[src/rtl/score_tracker.sv]
// Frame-clocked game score engine: weighted hits, timed x2/x4 multipliers, idle/play/won
// sequencing, session high score, and a bit-serial double-dabble BCD display converter.
module score_tracker #(
  parameter int SCORE_W    = 14,
  parameter int WIN_SCORE  = 1000,
  parameter int HIT_PTS    = 1,
  parameter int BONUS_PTS  = 10,
  parameter int TIMER_W    = 9,
  parameter int MULT_TICKS = 511,
  parameter int NUM_DIG    = 5
) (
  input  logic                   frame_clk,
  input  logic                   Reset_n,
  input  logic                   start_game,
  input  logic                   pause,
  input  logic                   hit,
  input  logic                   hit_bonus,
  input  logic                   pu_valid,
  input  logic [1:0]             pu_type,
  output logic [SCORE_W-1:0]     score,
  output logic [SCORE_W-1:0]     high_score,
  output logic [2:0]             mult,
  output logic [TIMER_W-1:0]     mult_timer,
  output logic                   win_game,
  output logic                   new_high,
  output logic [4*NUM_DIG-1:0]   score_bcd,
  output logic                   bcd_valid
);

  localparam logic [1:0] ST_IDLE = 2'd0;
  localparam logic [1:0] ST_PLAY = 2'd1;
  localparam logic [1:0] ST_WON  = 2'd2;

  localparam int SUM_W = SCORE_W + 4;
  localparam int CNT_W = $clog2(SCORE_W + 1);
  localparam logic [SUM_W-1:0]   SAT_MAX   = SUM_W'((1 << SCORE_W) - 1);
  localparam logic [SCORE_W-1:0] SAT_SCORE = SCORE_W'((1 << SCORE_W) - 1);
  localparam logic [SCORE_W-1:0] WIN_VAL   = SCORE_W'(WIN_SCORE);

  logic [1:0]         state;
  logic [SUM_W-1:0]   pts;
  logic [SUM_W-1:0]   sum;
  logic [SCORE_W-1:0] sat_score;
  logic [SCORE_W-1:0] next_score;
  logic               pu_take;
  logic               reach_win;
  logic               leave_play;

  // NOTE: every signal assigned in always_comb gets a default first so no path leaves it
  // unassigned; otherwise synthesis infers a latch.
  always_comb begin
    pts = '0;
    if (hit)       pts = pts + SUM_W'(HIT_PTS);
    if (hit_bonus) pts = pts + SUM_W'(BONUS_PTS);
    sum        = {4'b0000, score} + pts * SUM_W'(mult);
    sat_score  = (sum > SAT_MAX) ? SAT_SCORE : sum[SCORE_W-1:0];
    next_score = pause ? score : sat_score;
    pu_take    = pu_valid && (pu_type == 2'b01 || pu_type == 2'b10);
    reach_win  = (next_score >= WIN_VAL);
    leave_play = reach_win || !start_game;
  end

  // NOTE: state registers use non-blocking assignments so every flop samples the values
  // from before the edge, independent of statement order.
  always_ff @(posedge frame_clk or negedge Reset_n) begin
    if (!Reset_n) begin
      state      <= ST_IDLE;
      score      <= '0;
      high_score <= '0;
      mult       <= 3'd1;
      mult_timer <= '0;
      win_game   <= 1'b0;
      new_high   <= 1'b0;
    end else begin
      new_high <= 1'b0;
      case (state)
        ST_IDLE: begin
          if (start_game) begin
            state      <= ST_PLAY;
            score      <= '0;
            mult       <= 3'd1;
            mult_timer <= '0;
          end
        end
        ST_PLAY: begin
          if (!pause) begin
            score <= sat_score;
            // A pickup takes effect from the next edge; this frame's hits used the old mult.
            if (pu_take) begin
              mult       <= (pu_type == 2'b01) ? 3'd2 : 3'd4;
              mult_timer <= TIMER_W'(MULT_TICKS);
            end else if (mult_timer != '0) begin
              mult_timer <= mult_timer - 1'b1;
              if (mult_timer == TIMER_W'(1)) mult <= 3'd1;
            end
          end
          if (reach_win) begin
            state    <= ST_WON;
            win_game <= 1'b1;
          end else if (!start_game) begin
            state <= ST_IDLE;
          end
          if (leave_play && next_score > high_score) begin
            high_score <= next_score;
            new_high   <= 1'b1;
          end
        end
        ST_WON: begin
          if (!start_game) begin
            state    <= ST_IDLE;
            win_game <= 1'b0;
          end
        end
        default: state <= ST_IDLE;
      endcase
    end
  end

  // Display converter: captures the score, shifts one bit per frame, then publishes.
  logic [SCORE_W-1:0]   score_prev;
  logic [SCORE_W-1:0]   bin_sh;
  logic [4*NUM_DIG-1:0] bcd_sh;
  logic [4*NUM_DIG-1:0] bcd_adj;
  logic [CNT_W-1:0]     bit_cnt;
  logic                 conv_busy;
  logic                 pending;
  logic                 score_changed;

  assign score_changed = (score != score_prev);

  always_comb begin
    bcd_adj = bcd_sh;
    for (int d = 0; d < NUM_DIG; d++) begin
      if (bcd_sh[4*d +: 4] >= 4'd5) bcd_adj[4*d +: 4] = bcd_sh[4*d +: 4] + 4'd3;
    end
  end

  // NOTE: the shift registers are reset along with the control bits; they are plain flops,
  // not a RAM, and a clean reset keeps the published digits at zero after an abort.
  always_ff @(posedge frame_clk or negedge Reset_n) begin
    if (!Reset_n) begin
      score_prev <= '0;
      bin_sh     <= '0;
      bcd_sh     <= '0;
      bit_cnt    <= '0;
      conv_busy  <= 1'b0;
      pending    <= 1'b0;
      score_bcd  <= '0;
      bcd_valid  <= 1'b0;
    end else begin
      score_prev <= score;
      bcd_valid  <= 1'b0;
      if (!conv_busy) begin
        if (score_changed || pending) begin
          bin_sh    <= score;
          bcd_sh    <= '0;
          bit_cnt   <= CNT_W'(SCORE_W);
          conv_busy <= 1'b1;
          pending   <= 1'b0;
        end
      end else begin
        if (score_changed) pending <= 1'b1;
        if (bit_cnt != '0) begin
          {bcd_sh, bin_sh} <= {bcd_adj, bin_sh} << 1;
          bit_cnt          <= bit_cnt - 1'b1;
        end else begin
          score_bcd <= bcd_sh;
          bcd_valid <= 1'b1;
          conv_busy <= 1'b0;
        end
      end
    end
  end

endmodule
[config.mk]
export PLATFORM = sky130hd
export DESIGN_NAME = score_tracker
export DESIGN_NICKNAME = d
export VERILOG_FILES = /design/src/rtl/score_tracker.sv
export SDC_FILE = /design/constraint.sdc
export NUM_CORES = 1
export LEC_CHECK = 0
export ABC_AREA = 1
export CAP_MARGIN = 20
export CORE_ASPECT_RATIO = 0.8
export CORE_MARGIN = 3
export CORE_UTILIZATION = 62
export DETAILED_ROUTE_END_ITERATION = 7
export PLACE_DENSITY = 0.89
export SLEW_MARGIN = 40
export SYNTH_ARGS = -nofsm -noshare
export SYNTH_HDL_FRONTEND = slang
export SYNTH_SLANG_ARGS = --single-unit
export TNS_END_PERCENT = 100
[constraint.sdc]
create_clock -name frame_clk -period 8.63 [get_ports frame_clk]
set_input_delay 2.1575 -clock frame_clk [delete_from_list [all_inputs] [get_ports frame_clk]]
set_output_delay 2.1575 -clock frame_clk [all_outputs]
set_load 0.01 [all_outputs]
==> metrics.log <==
[metrics] result of the run: finished clean
[metrics] post-CTS repair timing setup buffer count: 0
[metrics] gate family responsible for the most delay along the worst path: simple AND/OR/NAND/NOR gates
[metrics] number of endpoints failing setup at the final stage: 0
[metrics] H-tree depth: 4
[metrics] startpoint of the lowest-slack register-to-register path: mult[2]$_DFFE_PN0P_
[metrics] global routing usage on met1: between 40 and 50%
[metrics] Worst Path Buf+Inv: 6
[metrics] clock insertion delay at the later pin of the skew report: 0.42 ns
[metrics] slowest stage cell on the critical path: fa_1
[metrics] number of gates given a new drive strength after cts: 0
[metrics] startpoint of the lowest-slack hold path: score[2]$_DFFE_PN0P_
[metrics] Worst Setup Path Type: in -> reg
[metrics] post-route standard cell area excluding fillers: 0.008108 mm2
[metrics] number of search-and-repair iterations in the first detailed-routing pass: 5
[metrics] worst min-delay path class: reg -> reg
[metrics] Pwr per Cell Area: around 280 mW/mm2
[metrics] longest individual stage delay on the worst path: 0.49 ns
[metrics] Slew headroom: 49.05%
[metrics] CP Data Arrival Time: between 6 and 7 ns
[metrics] wire length of the first global-routing pass: 27.67 mm
[metrics] width of the die: about 120 um
[metrics] final wirelength: between 15 and 20 mm
[metrics] Worst-path clk slew: approximately 0.050 ns
[metrics] Via-to-Cell Ratio: about 5.7
[metrics] worst-case vdd ir drop: 261.8 uV
[metrics] endpoint required time on the critical path: between 8 and 9 ns
[metrics] library cell with the highest instance count after synthesis: nand2_1
[metrics] largest driver fanout on the critical path: 15
[metrics] floorplan die height: about 99 um
[metrics] post-layout utilization of the core: 77.92%
[metrics] via total after detailed routing: around 6,000
[metrics] critical path capture point type: register
[metrics] total of buffers placed on input and output ports: 71
[metrics] leakage component of the power: just over 4 nW
[metrics] grt total ovfl: 0
[metrics] clock net sink count: ~120
[metrics] GR Layer Usage met2: 42.53%
[metrics] Cells on Worst Hold Path: 0
[metrics] die outline area: around 0.012 mm2
[metrics] # hold bufs at CTS: 0
[metrics] count of yosys warnings during synthesis: 0
[metrics] area delta synth->final: 20.78%
[metrics] worst setup path start: hit_bonus
[metrics] flop and latch count out of synthesis: roughly 120
[metrics] routability congestion estimate from global placement: 0.9723
[metrics] count of cells along the worst register-to-register path: 27
[metrics] post-layout minimum cycle time: approximately 6.4 ns
[metrics] Core ar.: 0.01041 mm2
[metrics] synthesized instance count: between 800 and 900
[metrics] number of buffers on the longest clock path: 2
[metrics] proportion of synthesized chip area in sequential cells: ~44%
[metrics] global routing usage summed across all routing layers: between 20% and 30%
[metrics] maximum number of pins on one net before global-route repair: 87
[metrics] setup_tns: 0 ns
[metrics] total power consumption of the routed design: approximately 2.2 mW
[metrics] kind of start point of the critical path: input port
[metrics] most frequent cell on the critical path: nand2_1
[metrics] Placement Rows: 33
[metrics] total nets after synthesis: between 800 and 900
[metrics] clock root buffer: clkbuf_16
[metrics] global routing usage on met3: under 10%
[metrics] setup skew after layout: 0.006722 ns
[metrics] Final Hold Viols: 0
[metrics] initial DRC count: 626
[metrics] measured slew at the worst slew-check pin: roughly 0.76 ns
[metrics] post-route fraction of the period consumed by the critical path: around three quarters
[metrics] most used standard cells in the synthesized netlist: 163 x nand2_1, 147 x inv_1, 118 x dfrtp_1
[metrics] number of remaining DRC errors: 0
[metrics] post-detailed-route count of antenna-violating nets: 0
[metrics] Max Clk Rate: roughly 160 MHz
[metrics] top cells by area, synth: dfrtp_1 44%, nand2_1 9.1%, inv_1 8.2%
[metrics] share of the synthesized area in the top cell type: 43.99%
[metrics] # IOs: 72
[metrics] count of nets after finishing: between 900 and 1,000
[metrics] Cell Area, Synth: ~0.0067 mm2
[metrics] wire length per cell after detailed routing: 15.59 um
[metrics] placed wire-length estimate after detailed placement: between 10 and 15 mm
[metrics] share of async-settable or async-resettable flops after synthesis: 100.0%
[metrics] Crit. path cell count: 28
[metrics] starting density of the core: 64.51%
[metrics] fraction of layout cells with a size suffix above 1: under 10%
[metrics] Avg Synthesized Cell Area: about 8.0 um2
[metrics] initial antenna violation count: 0
[metrics] post-synthesis cell type count: 45
[metrics] clock tree from TritonCTS: built
[metrics] CTS buffer count: 17
[metrics] number of synthesized flops with an enable pin: 0
[metrics] leading area contributor after synthesis: dfrtp_1
[metrics] number of max-slew violations in the final report: 0
[metrics] most crowded layer after global routing: met2
[metrics] antenna diode instance count: 0
[metrics] post-place instance area: 0.007502 mm2
[metrics] ys flop type: dfrtp_1
[metrics] number of global-route vias before repair: around 5,700
[metrics] total of max-cap violations: 0
[metrics] setup repair after global routing missed its margin: false
==> layer usage <==
layer | part of all wire (%) | vias up | routed length (um)
met1 | 45 | 2847 | 7428
met5 | 0 | - | 0
met2 | 44 | 298 | 7364
met3 | 9.2 | 33 | 1520
met4 | 1.7 | 0 | 279
li1 | - | 2854 | -
==> flip-flops by register name (all words and copies together) (netlist names) <==
name,cells
pending,1
state,2
bcd_sh,20
bin_sh,14
win_game,1
conv_busy,1
mult,3
high_score,14
new_high,1
score,14
score_bcd,20
bcd_valid,1
mult_timer,9
score_prev,14
bit_cnt,4
==> cells in the final DEF, fill, tap and decap left out, drive strengths merged, types with 2 or more instances in the layout <==
| master | instances |
|---|---|
| a211oi | 2 |
| a21oi | 42 |
| buf | 4 |
| bufinv | 3 |
| clkbuf | 24 |
| clkdlybuf4s50 | 70 |
| clkinv | 4 |
| clkinvlp | 2 |
| dfrtp | 118 |
| fa | 4 |
| ha | 37 |
| inv | 149 |
| nand2 | 174 |
| nand3 | 59 |
| nand4 | 9 |
| nor2 | 82 |
| nor3 | 8 |
| nor4 | 2 |
| o211ai | 3 |
| o21ai | 68 |
| o21bai | 3 |
| o22ai | 26 |
| o31ai | 3 |
| o32ai | 4 |
| xnor2 | 3 |
| xor2 | 11 |
==> cells by family after synthesis <==
kind of cell / synth area share [%]
AO/OA/AOI/OAI: 13.38
XOR/XNOR: 1.827
adder cells (fa/ha/maj): 8.089
buffers and inverters: 10.18
flip-flops: 44.38
AND/OR/NAND/NOR: 22.14
==> final timing paths <==
check	slack [ns]	to
max	2.24	high_score[12]$_DFFE_PN0P_
min	0.46	score_prev[2]$_DFF_PN0_
max reg2reg	4.03	high_score[12]$_DFFE_PN0P_
min reg2reg	0.46	score_prev[2]$_DFF_PN0_
max in group asynchronous	5.88	high_score[13]$_DFFE_PN0P_
min in group asynchronous	1.68	score_bcd[15]$_DFFE_PN0P_
==> area by class of cell <==
cell class	instances	area [um2]
tap	140	175.2
clock buffer	24	481.7
inverter	150	563.0
timing repair buffer	74	734.5
clock inverter	8	120.1
fill	701	2297
multi-input combinational	549	3054
sequential	119	2979
==> through the flow <==
step | hold slack (ns) | cells | setup WS [ns]
floorplan | 0.4345 | 842 | 2.921
global placement | 0.4357 | 1032 | 2.206
detailed placement | 0.4234 | 1032 | 1.948
CTS | 0.4508 | 1064 | 2.303
global route | 0.4578 | 1064 | 1.870
finish | 0.4597 | 1064 | 2.243
==> where the power goes <==
group          leakage [nW]  internal [mW]  switching, mW
registers              1.58          0.662         0.0965
logic                  2.17          0.317          0.441
clock network         0.290          0.475          0.248
(Power assumes the default switching activity.)
